<file path="src/rtl/rgb_pwm_pkg.sv">
// Shared widths, counter limits and RGB field positions for the RGB PWM driver.
package rgb_pwm_pkg;

    localparam int unsigned CW      = 8;
    localparam int unsigned RGB_W   = 3 * CW;
    localparam logic [CW-1:0] CNT_MAX = 8'd254;

    localparam int unsigned R_MSB = 23;
    localparam int unsigned R_LSB = 16;
    localparam int unsigned G_MSB = 15;
    localparam int unsigned G_LSB = 8;
    localparam int unsigned B_MSB = 7;
    localparam int unsigned B_LSB = 0;

    typedef logic [CW-1:0] duty_t;

endpackage

</file>
<file path="src/rtl/rgb_pwm_driver_pwm_channel.sv">
// One PWM channel: duty register loaded at period boundaries, compared against
// the shared period counter, registered output.
module pwm_channel
    import rgb_pwm_pkg::*;
(
    input  logic          clk,
    input  logic          rst,
    input  logic          enable,
    input  logic          load,
    input  logic [CW-1:0] duty_in,
    input  logic [CW-1:0] cnt,
    output logic          pwm
);

    duty_t duty_q, duty_d;
    logic  pwm_q,  pwm_d;

    always_comb begin
        duty_d = duty_q;
        if (load) begin
            duty_d = duty_in;
        end
        // Counter never reaches 255, so duty 255 stays high for the whole period.
        pwm_d = enable && (cnt < duty_q);
    end

    always_ff @(posedge clk or posedge rst) begin
        if (rst) begin
            duty_q <= '0;
            pwm_q  <= 1'b0;
        end else begin
            duty_q <= duty_d;
            pwm_q  <= pwm_d;
        end
    end

    assign pwm = pwm_q;

endmodule

</file>
<file path="src/rtl/rgb_pwm_driver.sv">
// Three-channel RGB LED PWM driver; new colours wait in a hold register and are
// applied only at a period boundary so no period is ever glitched.
module rgb_pwm_driver
    import rgb_pwm_pkg::*;
#(
    parameter int unsigned PRESCALE = 4
) (
    input  logic             clk,
    input  logic             rst,
    input  logic             enable,
    input  logic             rgb_valid,
    input  logic [RGB_W-1:0] rgb,
    output logic             pwm_r,
    output logic             pwm_g,
    output logic             pwm_b,
    output logic             period_start,
    output logic             pending
);

    localparam int unsigned PW = (PRESCALE > 1) ? $clog2(PRESCALE) : 1;
    localparam logic [PW-1:0] PRE_LAST = PW'(PRESCALE - 1);

    logic [PW-1:0]    pre_q,   pre_d;
    duty_t            cnt_q,   cnt_d;
    logic [RGB_W-1:0] hold_q,  hold_d;
    logic             pend_q,  pend_d;
    logic             pstart_q, pstart_d;

    logic tick;
    logic boundary;
    logic load;

    assign tick     = enable && (pre_q == PRE_LAST);
    assign boundary = tick && (cnt_q == CNT_MAX);
    assign load     = boundary && pend_q;

    always_comb begin
        pre_d = pre_q;
        if (enable) begin
            pre_d = tick ? '0 : pre_q + 1'b1;
        end

        cnt_d = cnt_q;
        if (tick) begin
            cnt_d = (cnt_q == CNT_MAX) ? '0 : cnt_q + 1'b1;
        end

        // A strobe coinciding with the boundary wins over the clear: the old hold
        // is loaded into the duties while the new colour stays pending.
        hold_d = hold_q;
        pend_d = pend_q;
        if (rgb_valid) begin
            hold_d = rgb;
            pend_d = 1'b1;
        end else if (load) begin
            pend_d = 1'b0;
        end

        pstart_d = boundary;
    end

    always_ff @(posedge clk or posedge rst) begin
        if (rst) begin
            pre_q    <= '0;
            cnt_q    <= '0;
            hold_q   <= '0;
            pend_q   <= 1'b0;
            pstart_q <= 1'b0;
        end else begin
            pre_q    <= pre_d;
            cnt_q    <= cnt_d;
            hold_q   <= hold_d;
            pend_q   <= pend_d;
            pstart_q <= pstart_d;
        end
    end

    pwm_channel u_ch_r (
        .clk     (clk),
        .rst     (rst),
        .enable  (enable),
        .load    (load),
        .duty_in (hold_q[R_MSB:R_LSB]),
        .cnt     (cnt_q),
        .pwm     (pwm_r)
    );

    pwm_channel u_ch_g (
        .clk     (clk),
        .rst     (rst),
        .enable  (enable),
        .load    (load),
        .duty_in (hold_q[G_MSB:G_LSB]),
        .cnt     (cnt_q),
        .pwm     (pwm_g)
    );

    pwm_channel u_ch_b (
        .clk     (clk),
        .rst     (rst),
        .enable  (enable),
        .load    (load),
        .duty_in (hold_q[B_MSB:B_LSB]),
        .cnt     (cnt_q),
        .pwm     (pwm_b)
    );

    assign period_start = pstart_q;
    assign pending      = pend_q;

endmodule

</file>
<file path="config.mk">
export PLATFORM = sky130hd
export DESIGN_NAME = rgb_pwm_driver
export DESIGN_NICKNAME = d
export VERILOG_FILES = /design/src/rtl/rgb_pwm_pkg.sv /design/src/rtl/rgb_pwm_driver_pwm_channel.sv /design/src/rtl/rgb_pwm_driver.sv
export SDC_FILE = /design/constraint.sdc
export NUM_CORES = 1
export LEC_CHECK = 0
export CAP_MARGIN = 20
export CELL_PAD_IN_SITES_DETAIL_PLACEMENT = 0
export CELL_PAD_IN_SITES_GLOBAL_PLACEMENT = 1
export CORE_MARGIN = 4
export CORE_UTILIZATION = 49
export CTS_BUF_LIST = sky130_fd_sc_hd__clkbuf_4
export CTS_CLUSTER_DIAMETER = 200
export CTS_CLUSTER_SIZE = 20
export DETAILED_ROUTE_END_ITERATION = 10
export DONT_BUFFER_PORTS = 1
export GPL_TIMING_DRIVEN = 0
export PLACE_DENSITY_LB_ADDON = 0.1
export SETUP_SLACK_MARGIN = 0.02
export SYNTH_ARGS = -nofsm -noshare
export SYNTH_HDL_FRONTEND = slang
export SYNTH_SLANG_ARGS = --single-unit
</file>
<file path="constraint.sdc">
create_clock -name clk -period 2.3 [get_ports clk]
set_clock_uncertainty 0.1 [all_clocks]
set_input_delay 0.69 -clock clk [delete_from_list [all_inputs] [get_ports clk]]
set_output_delay 0.69 -clock clk [all_outputs]
set_load 0.02 [all_outputs]
</file>
# Word-level counts from Yosys, hierarchy flattened
# Index checks and enable logic that the tools add are counted.
# word_totals
register_bits,63
in_bits,28
output_inout_bits,5
wordCells,29
# op_classes
n_addsub,2
magnitude_cmp,3
n_eq_ne,2
n_mux,4
reduce_logical,7
# ops
operator,n
< comparator 8 bit,3
"adder 8 x 1 -> 8 bit, second input constant",1
"equality test 8 bit, second input constant",1
2-to-1 mux 8 bit,1
logical AND 1 bit,6
"adder 2 x 1 -> 2 bit, second input constant",1
"equality test 2 bit, second input constant",1
2-to-1 mux 1 bit,2
2-to-1 mux 2 bit,1
nonzero test 2 bit,1

# Longest topological paths before layout
# Gate-level depths: netlist of run 1.
# depth
word_depth,6
depth_mapped,9
depth_no_buf,7

# Modules after synthesis
# A second synthesis of run 1 with hierarchy kept.
# unflattened
hier_cells,270
hier_area_um2,2997.9
# by_module_without_submodules
mod,n_inst,cells_each,area_each_um2,seq_area_each_um2
rgb_pwm_driver,1,114,1514.0,900.9
pwm_channel (u_ch_b ...),2,52,493.0,225.2
pwm_channel (u_ch_r),1,52,498.0,225.2

# Least setup slack after synthesis of run 1
# No wires, ideal clock.
# synth_path
path_type,input-to-reg
startpoint,input enable
endpoint,register u_ch_b.duty_q[0]
setup_ps,125
arrival_ps,1930
required_time_ps,2075
setup_slack_ps,145
path_stages,8
n_path_buf,4
path_cell_list,and2_1 -> buf_6 -> and3_4 -> buf_6 -> and3_4 -> buf_6 -> buf_12 -> mux2_4
# synth_via
elab_chain_len,3
# synth_lines
element,line,text
start: declaration,rgb_pwm_driver.sv:10,"input logic enable,"
logical AND 1 bit,rgb_pwm_driver.sv:33,assign tick = enable && (pre_q == PRE_LAST);
logical AND 1 bit,rgb_pwm_driver.sv:34,assign boundary = tick && (cnt_q == CNT_MAX);
logical AND 1 bit,rgb_pwm_driver.sv:35,assign load = boundary && pend_q;
end signal: assignment,rgb_pwm_driver_pwm_channel.sv:32,duty_q <= duty_d;
end: declaration,rgb_pwm_driver_pwm_channel.sv:15,"duty_t duty_q, duty_d;"
# Every way passes these cells.
# A chain may end at the register's enable or synchronous reset.

# Final worst setup path of run 1
# layout_path
startpoint,register pre_q[0]
endpoint,register u_ch_b.duty_q[1]
# layout_via
elab_chain_len,4
# layout_lines
element,line,text
start: declaration,rgb_pwm_driver.sv:23,"logic [PW-1:0] pre_q, pre_d;"
start signal: assignment,rgb_pwm_driver.sv:70,pre_q <= pre_d;
equality test 2 bit,rgb_pwm_driver.sv:33,
logical AND 1 bit,rgb_pwm_driver.sv:33,
logical AND 1 bit,rgb_pwm_driver.sv:34,
logical AND 1 bit,rgb_pwm_driver.sv:35,
# Every way passes these cells.

==> results of run 1 <==
## sequential cells by signal, indices dropped and copies added, names as in the netlist, 2 cells and up
name           cells
hold_q            24
cnt_q              8
u_ch_b.duty_q      8
u_ch_g.duty_q      8
u_ch_r.duty_q      8
pre_q              2
## critical path, stage by stage (launching register included)
cell     delay (ns)
dfrtp_1        0.40
ha_1           0.22
and2_1         0.17
buf_6          0.13
and3_4         0.17
buf_6          0.12
and3_4         0.17
buf_6          0.14
buf_12         0.15
mux2_4         0.29
## final timing paths
kind / start / end / slack [ns]
max in group asynchronous: rst / cnt_q[0]$_DFFE_PP0N_ / 1.38
min in group clk: enable / pre_q[0]$_DFFE_PP0P_ / 0.30
setup / recovery: pre_q[0]$_DFFE_PP0P_ / u_ch_b.duty_q[1]$_DFFE_PP0P_ / 0.12
hold reg to reg: pre_q[0]$_DFFE_PP0P_ / pre_q[0]$_DFFE_PP0P_ / 0.40
hold / removal: rst / hold_q[10]$_DFFE_PP0P_ / 0.14
setup reg to reg: pre_q[0]$_DFFE_PP0P_ / u_ch_b.duty_q[1]$_DFFE_PP0P_ / 0.12
## layout make-up
type | instances | area share (%)
Sequential cell | 63 | 46.9
Clock buffer | 12 | 2.68
Tap cell | 75 | 2.79
Buffer | 10 | 2.75
Multi-Input combinational cell | 135 | 39.9
Clock inverter | 4 | 1.38
Timing Repair Buffer | 1 | 0.595
Inverter | 26 | 3.01
## cells in the mapped netlist
library cell | number | area, um^2
mux2i_1 | 1 | 10.0
o211ai_1 | 2 | 15.0
nand3_1 | 2 | 10.0
nor4b_1 | 1 | 8.76
o2111ai_1 | 4 | 35.0
or3b_2 | 1 | 8.76
nand2_1 | 9 | 33.8
and2_1 | 1 | 6.26
a21o_1 | 3 | 22.5
nor3b_1 | 1 | 7.51
nand2b_1 | 2 | 12.5
a21oi_1 | 5 | 25.0
buf_1 | 1 | 3.75
o2111a_1 | 2 | 22.5
clkbuf_1 | 4 | 15.0
and3_4 | 2 | 22.5
nor2b_1 | 2 | 12.5
o21ai_0 | 1 | 5.00
xnor2_1 | 1 | 8.76
mux2_4 | 20 | 300
or2b_1 | 1 | 7.51
mux2_2 | 29 | 327
dfrtp_1 | 63 | 1580
a31oi_1 | 2 | 12.5
ha_1 | 24 | 300
inv_1 | 26 | 97.6
buf_6 | 3 | 33.8
a2111oi_0 | 2 | 17.5
a41oi_1 | 1 | 8.76
and4_1 | 1 | 8.76
and3_1 | 2 | 12.5
nor2_1 | 6 | 22.5
a22o_1 | 3 | 26.3
a311o_1 | 1 | 10.0
o21bai_1 | 2 | 15.0
a211oi_1 | 1 | 7.51
buf_12 | 2 | 40.0
## kinds of logic (layout without fill, tap and decap cells)
group	Yosys count	after routing	share of synthesized area, %
fa+ha+maj	24	24	9.66
compound gates	29	29	7.16
mux	50	50	20.5
flops	63	63	50.7
buf+inv	36	53	6.12
simple gates	31	31	5.59
xor+xnor	1	1	0.282
## routing by layer
metal | vias to the layer above | wire length, um
met5 | - | 0
met1 | 864 | 2460
li1 | 852 | -
met4 | 0 | 109
met2 | 34 | 2630
met3 | 10 | 221
## per-stage QoR
step | area [um^2] | cells | hold WS, ns | utilization, % | total power [mW]
2_1_floorplan | 3110 | 234 | 0.357 | - | 1.55
3_3_place_gp | 3210 | 309 | 0.365 | 53.2 | 1.63
3_5_place_dp | 3230 | 310 | 0.389 | 53.6 | 1.67
4_1_cts | 3360 | 326 | 0.123 | 55.8 | 2.42
5_1_grt | 3370 | 326 | 0.141 | 55.9 | 2.54
6_report | 3370 | 326 | 0.139 | 55.9 | 2.38
## power by group through the flow
stage / Sequential, mW / Combinational (mW) / Clock, mW
6_report: 1.31 / 0.333 / 0.737
5_1_grt: 1.33 / 0.389 / 0.826
4_1_cts: 1.31 / 0.340 / 0.767
3_5_place_dp: 1.33 / 0.338 / 0
3_3_place_gp: 1.33 / 0.307 / 0
2_1_floorplan: 1.28 / 0.273 / 0
## repair_timing
| action | 4_1_cts | 5_1_grt |
|---|---|---|
| setup endpoints to repair | 0 | 20 |
| gates resized for setup | 0 | 2 |
| hold endpoints to repair | 0 | 0 |
==> results.yml, run 1 <==
clocking:
  cts_sinks: 63
  clock_latency_ns: 0.39
  clk_path_buf_depth: 2
  postCtsSetupRepairBufs: 0
  tritoncts: "yes"
  hold_buffers: 0
  cts_buffers: 9
  cts-root-buf: "clkbuf_4"
  clk_pin_slew_ns: 0.10
  cts_max_level: 3
pwr:
  p_comb_share_pct: 14.0
  pwr-share-seq_pct: 55.1
  power.density_nw_per_um2: 708
  swShare_pct: 27.1
  irDropWorstVdd_mv: 0.412
  p_int_mw: 1.74
  power.leakage_nw: 1.53
  p_sw_uw: 646
  clkPwrFrac_pct: 30.9
global_routing:
  use_met3_pct: 4.33
  track_usage_pct: 16.5
  grt_pass1_vias: 1959
  grtUsageMet1_pct: 20.9
  gr-max-usage-layer: "met2"
  grt_max_degree: 36
  grt_pass1_wl_um: 9490
  overflow: 0
  use_met2_pct: 26.6
  antenna_found_initial: 0
setup_path:
  cp.required_ns: 2.47
  worstSetupPathType: "flip-flop to flip-flop"
  cp_max_fo: 10
  arrival_ns: 2.35
  critPathCaptureType: "flip-flop"
  worst_setup_path_start_kind: "flip-flop"
  rr_worst_depth: 9
placed_design:
  port_buffers: 0
  place_ws_ns: 0.0703
  gp_congestion: 0.724
  dp_hpwl_um: 4050
synth:
  syn-num-nets: 286
  ys_types: 37
  yosysWarnings: 0
  synth.ff_latch_count: 63
  syn_inst: 234
  synth-seq-area-share_pct: 50.7
  syn_area_um2: 3110
  avgSynthCellArea_um2: 13.3
floorplan:
  fp.dieArea_um2: 7680
  die_w_um: 87.7
  core_area_um2: 6030
  num_rows: 28
  num_io_pins: 33
  floorplan.initialDensity_pct: 51.6
  fp.dieH_um: 87.7
drt:
  vias_per_cell: 5.40
  ant_nets: 0
  drc_errors: 0
  wirelength_um: 5410
  vias: 1760
  drt_iter0_markers: 63
  wl_per_cell_um: 16.6
  drt-pass1-iter-count: 4
layout:
  layout-drive-gt1-share_pct: 30.3
  fillers: 518
  antennaDiodeCount: 0
  mostFrequentLayoutCell: "dfrtp_1"
  final_cell_mix: "dfrtp_1, mux2_2, inv_1"
  area_delta_synth_final_pct: 8.25
  multi_input_area_um2: 1340
  layout.area.seq_um2: 1580
  fin_nets: 298
sta:
  period_share_pct: 94.7
  setup_violations: 0
  relSlewSlack_pct: 57.8
  hold_violations: 0
  fin_ws_ns: 0.122
  max_freq_mhz: 459
  slew_viol_final: 0
  fin_setup_tns_ns: 0
  tightest_slew_ns: 0.631
  rsz0062_at_grt: "false"
  layout_min_cycle_time_ns: 2.18
status:
  status: "finished clean"
worst_hold_path:
  hold_class: "input port to asynchronous set/reset pin"
run:
  cap_violations: 0
Power figures use the tool's default switching activity.
==> run 2: changes to the inputs <==
==> constraint.sdc (replaced) <==
create_clock -name clk -period 2.3 [get_ports clk]
set_clock_uncertainty 0.1 [all_clocks]
set_input_delay 0.69 -clock clk [delete_from_list [all_inputs] [get_ports clk]]
set_output_delay 0.69 -clock clk [all_outputs]
set_load 0.05 [all_outputs]
==> results of run 2 <==
Same layout as run 1 (identical final DEF). Status: finished clean.
Main changes from that run: setup slack after placement 0.0703 ns -> 0.0679 ns
==> run 3: changes to the inputs <==
--- a/config.mk
+++ b/config.mk
@@ -5,12 +5,11 @@
 export SDC_FILE = /design/constraint.sdc
 export NUM_CORES = 1
 export LEC_CHECK = 0
-export CAP_MARGIN = 20
+export CAP_MARGIN = 30
 export CELL_PAD_IN_SITES_DETAIL_PLACEMENT = 0
 export CELL_PAD_IN_SITES_GLOBAL_PLACEMENT = 1
 export CORE_MARGIN = 4
-export CORE_UTILIZATION = 49
-export CTS_BUF_LIST = sky130_fd_sc_hd__clkbuf_4
+export CORE_UTILIZATION = 47
 export CTS_CLUSTER_DIAMETER = 200
 export CTS_CLUSTER_SIZE = 20
 export DETAILED_ROUTE_END_ITERATION = 10
==> run 3 against run 2 <==
- hold slack gained 0.093 ns
- die area grew 3.9%
- register-to-register slack is essentially flat
- via count shrank 0.23%
- first-iteration DRC count grew 38%
- core utilization shrank 2.0 points
- flip-flop and latch count is the same
- global-route usage shrank 0.98 points
- count of clock-buffer cells in the layout grew 1
- clock power grew 35%
- sequential share of layout area shrank 1.0 points
- critical path type unchanged
==> results.yml, run 3 (synthesized netlist as in run 1, its figures left out) <==
floorplan:
  core_area_um2: 6390
  die_w_um: 89.3
  num_rows: 29
  fp.dieH_um: 89.3
  num_io_pins: 33
  fp.dieArea_um2: 7980
  floorplan.initialDensity_pct: 48.7
setup_path:
  cp_max_fo: 10
  cpLargestDelayFamily: "buffers and inverters"
  critPathCaptureType: "flip-flop"
  cp_slowest_cell: "dfrtp_1"
  cp.required_ns: 2.41
  crit_chain: "ha_1 -> and2_1 -> buf_6 -> and3_4 -> buf_6 -> and3_4 -> buf_6 -> buf_12 -> mux2_4"
  rr_worst_depth: 9
  reg2reg_from: "pre_q[0]$_DFFE_PP0P_"
  r2r_end: "u_ch_b.duty_q[6]$_DFFE_PP0P_"
  worst_setup_path_start_kind: "flip-flop"
  critical-path-max-stage-delay_ns: 0.40
  cp_num_cells: 9
  regToRegSetupSlack_ns: 0.12
  worstSetupPathType: "flip-flop to flip-flop"
  cp_num_buf_inv: 4
  crit_top_cell: "buf_6"
  arrival_ns: 2.29
worst_hold_path:
  hold_class: "input port to asynchronous set/reset pin"
pwr:
  p_int_mw: 1.96
  power.leakage_nw: 1.57
  power_mw: 2.64
  power.density_nw_per_um2: 767
  pwr-share-seq_pct: 50.0
  p_comb_share_pct: 12.3
  clkPwrFrac_pct: 37.7
  irDropWorstVdd_mv: 0.409
  swShare_pct: 25.8
  p_sw_uw: 681
global_routing:
  grt_pass1_wl_um: 9030
  antenna_found_initial: 0
  grt_max_degree: 33
  grt_pass1_vias: 1816
  overflow: 0
  track_usage_pct: 15.5
drt:
  ant_nets: 0
  vias: 1756
  routed.top_layer: "met4"
  drt_iter0_markers: 87
  drt-pass1-iter-count: 4
  wl_per_cell_um: 16.3
  wirelength_um: 5360
  vias_per_cell: 5.35
  wl_met1_um: 2510
  drc_errors: 0
  wl_met3_um: 186
  wl_met2_um: 2560
layout:
  layout-drive-gt1-share_pct: 30.3
  final_cell_area_um2: 3440
  layout.area.seq_um2: 1580
  antennaDiodeCount: 0
  top_register: "hold_q"
  fin_nets: 298
  largest_register_ffs: 24
  final_cell_mix: "dfrtp_1, mux2_2, inv_1"
  fillers: 552
  area_delta_synth_final_pct: 10.7
  final_cell_count_no_fill: 328
  multi_input_area_um2: 1340
  mostFrequentLayoutCell: "dfrtp_1"
  utilization_pct: 53.9
sta:
  max_freq_mhz: 459
  slew_viol_final: 0
  relSlewSlack_pct: 52.2
  setup_violations: 0
  holdWs_ns: 0.232
  fin_ws_ns: 0.120
  tightest_slew_ns: 0.716
  hold_violations: 0
  layout_min_cycle_time_ns: 2.18
  period_share_pct: 94.8
  rsz0062_at_grt: "false"
  fin_setup_tns_ns: 0
clocking:
  clk_pin_slew_ns: 0.07
  postCtsSetupRepairBufs: 0
  clock_latency_ns: 0.33
  tritoncts: "yes"
  clk_path_buf_depth: 2
  cts_max_level: 3
  cts_sinks: 63
  cts-root-buf: "clkbuf_8"
  cts_buffers: 9
placed_design:
  dp.cells: 312
  place_area_um2: 3230
  dp_hpwl_um: 3820
  gp_congestion: 0.739
  port_buffers: 0
  place_ws_ns: -0.00688
status:
  status: "finished clean"
run:
  cap_violations: 0
-- run 3: cell types whose count changed in the layout (fill, tap and decap cells not counted) --
cell / previous run / this run
clkinvlp_4: 2 / 1
clkbuf_4: 12 / 0
clkinv_2: 1 / 2
clkbuf_1: 4 / 5
clkinv_1: 1 / 0
clkbuf_8: 0 / 12
-- run 3: worst reg2reg max path: stages, from the launching register on --
cell	delay [ns]
dfrtp_1	0.40
ha_1	0.22
and2_1	0.17
buf_6	0.13
and3_4	0.17
buf_6	0.12
and3_4	0.17
buf_6	0.13
buf_12	0.15
mux2_4	0.30
-- run 3: metal layers --
metal  global-route usage, %  vias to the layer above
met5                       0                        -
met4                    7.71                        0
met3                    3.96                        9
met2                    24.1                       32
met1                    20.0                      863
li1                        -                      852
-- run 3: how the worst max path moves through the flow --
stage / from / end
5_1_grt: cnt_q[0]$_DFFE_PP0N_ / u_ch_b.duty_q[6]$_DFFE_PP0P_
6_report: pre_q[0]$_DFFE_PP0P_ / u_ch_b.duty_q[6]$_DFFE_PP0P_
2_1_floorplan: enable / u_ch_b.duty_q[0]$_DFFE_PP0P_
4_1_cts: cnt_q[0]$_DFFE_PP0N_ / u_ch_b.duty_q[6]$_DFFE_PP0P_
3_5_place_dp: rgb_valid / hold_q[9]$_DFFE_PP0P_
3_3_place_gp: rgb_valid / hold_q[11]$_DFFE_PP0P_
-- run 3: layout make-up --
type,count,share of cell area (%)
Tap cell,77,2.80
Sequential cell,63,45.9
Inverter,26,2.95
Clock buffer,13,4.91
Timing Repair Buffer,1,0.582
Multi-Input combinational cell,135,39.0
Clock inverter,3,1.16
Buffer,10,2.69
-- run 3: timing repair --
action,4_1_cts,5_1_grt
gates resized for setup,2,0
endpoints found under the setup margin,20,0
hold buffers,0,0
-- run 3: power groups by stage --
stage	combinational [mW]	clock, mW	sequential (mW)
after global routing	0.380	1.08	1.34
final	0.324	0.996	1.32
after floorplan	0.273	0	1.28
after global placement	0.315	0	1.34
after detailed placement	0.333	0	1.35
after CTS	0.334	1.02	1.33
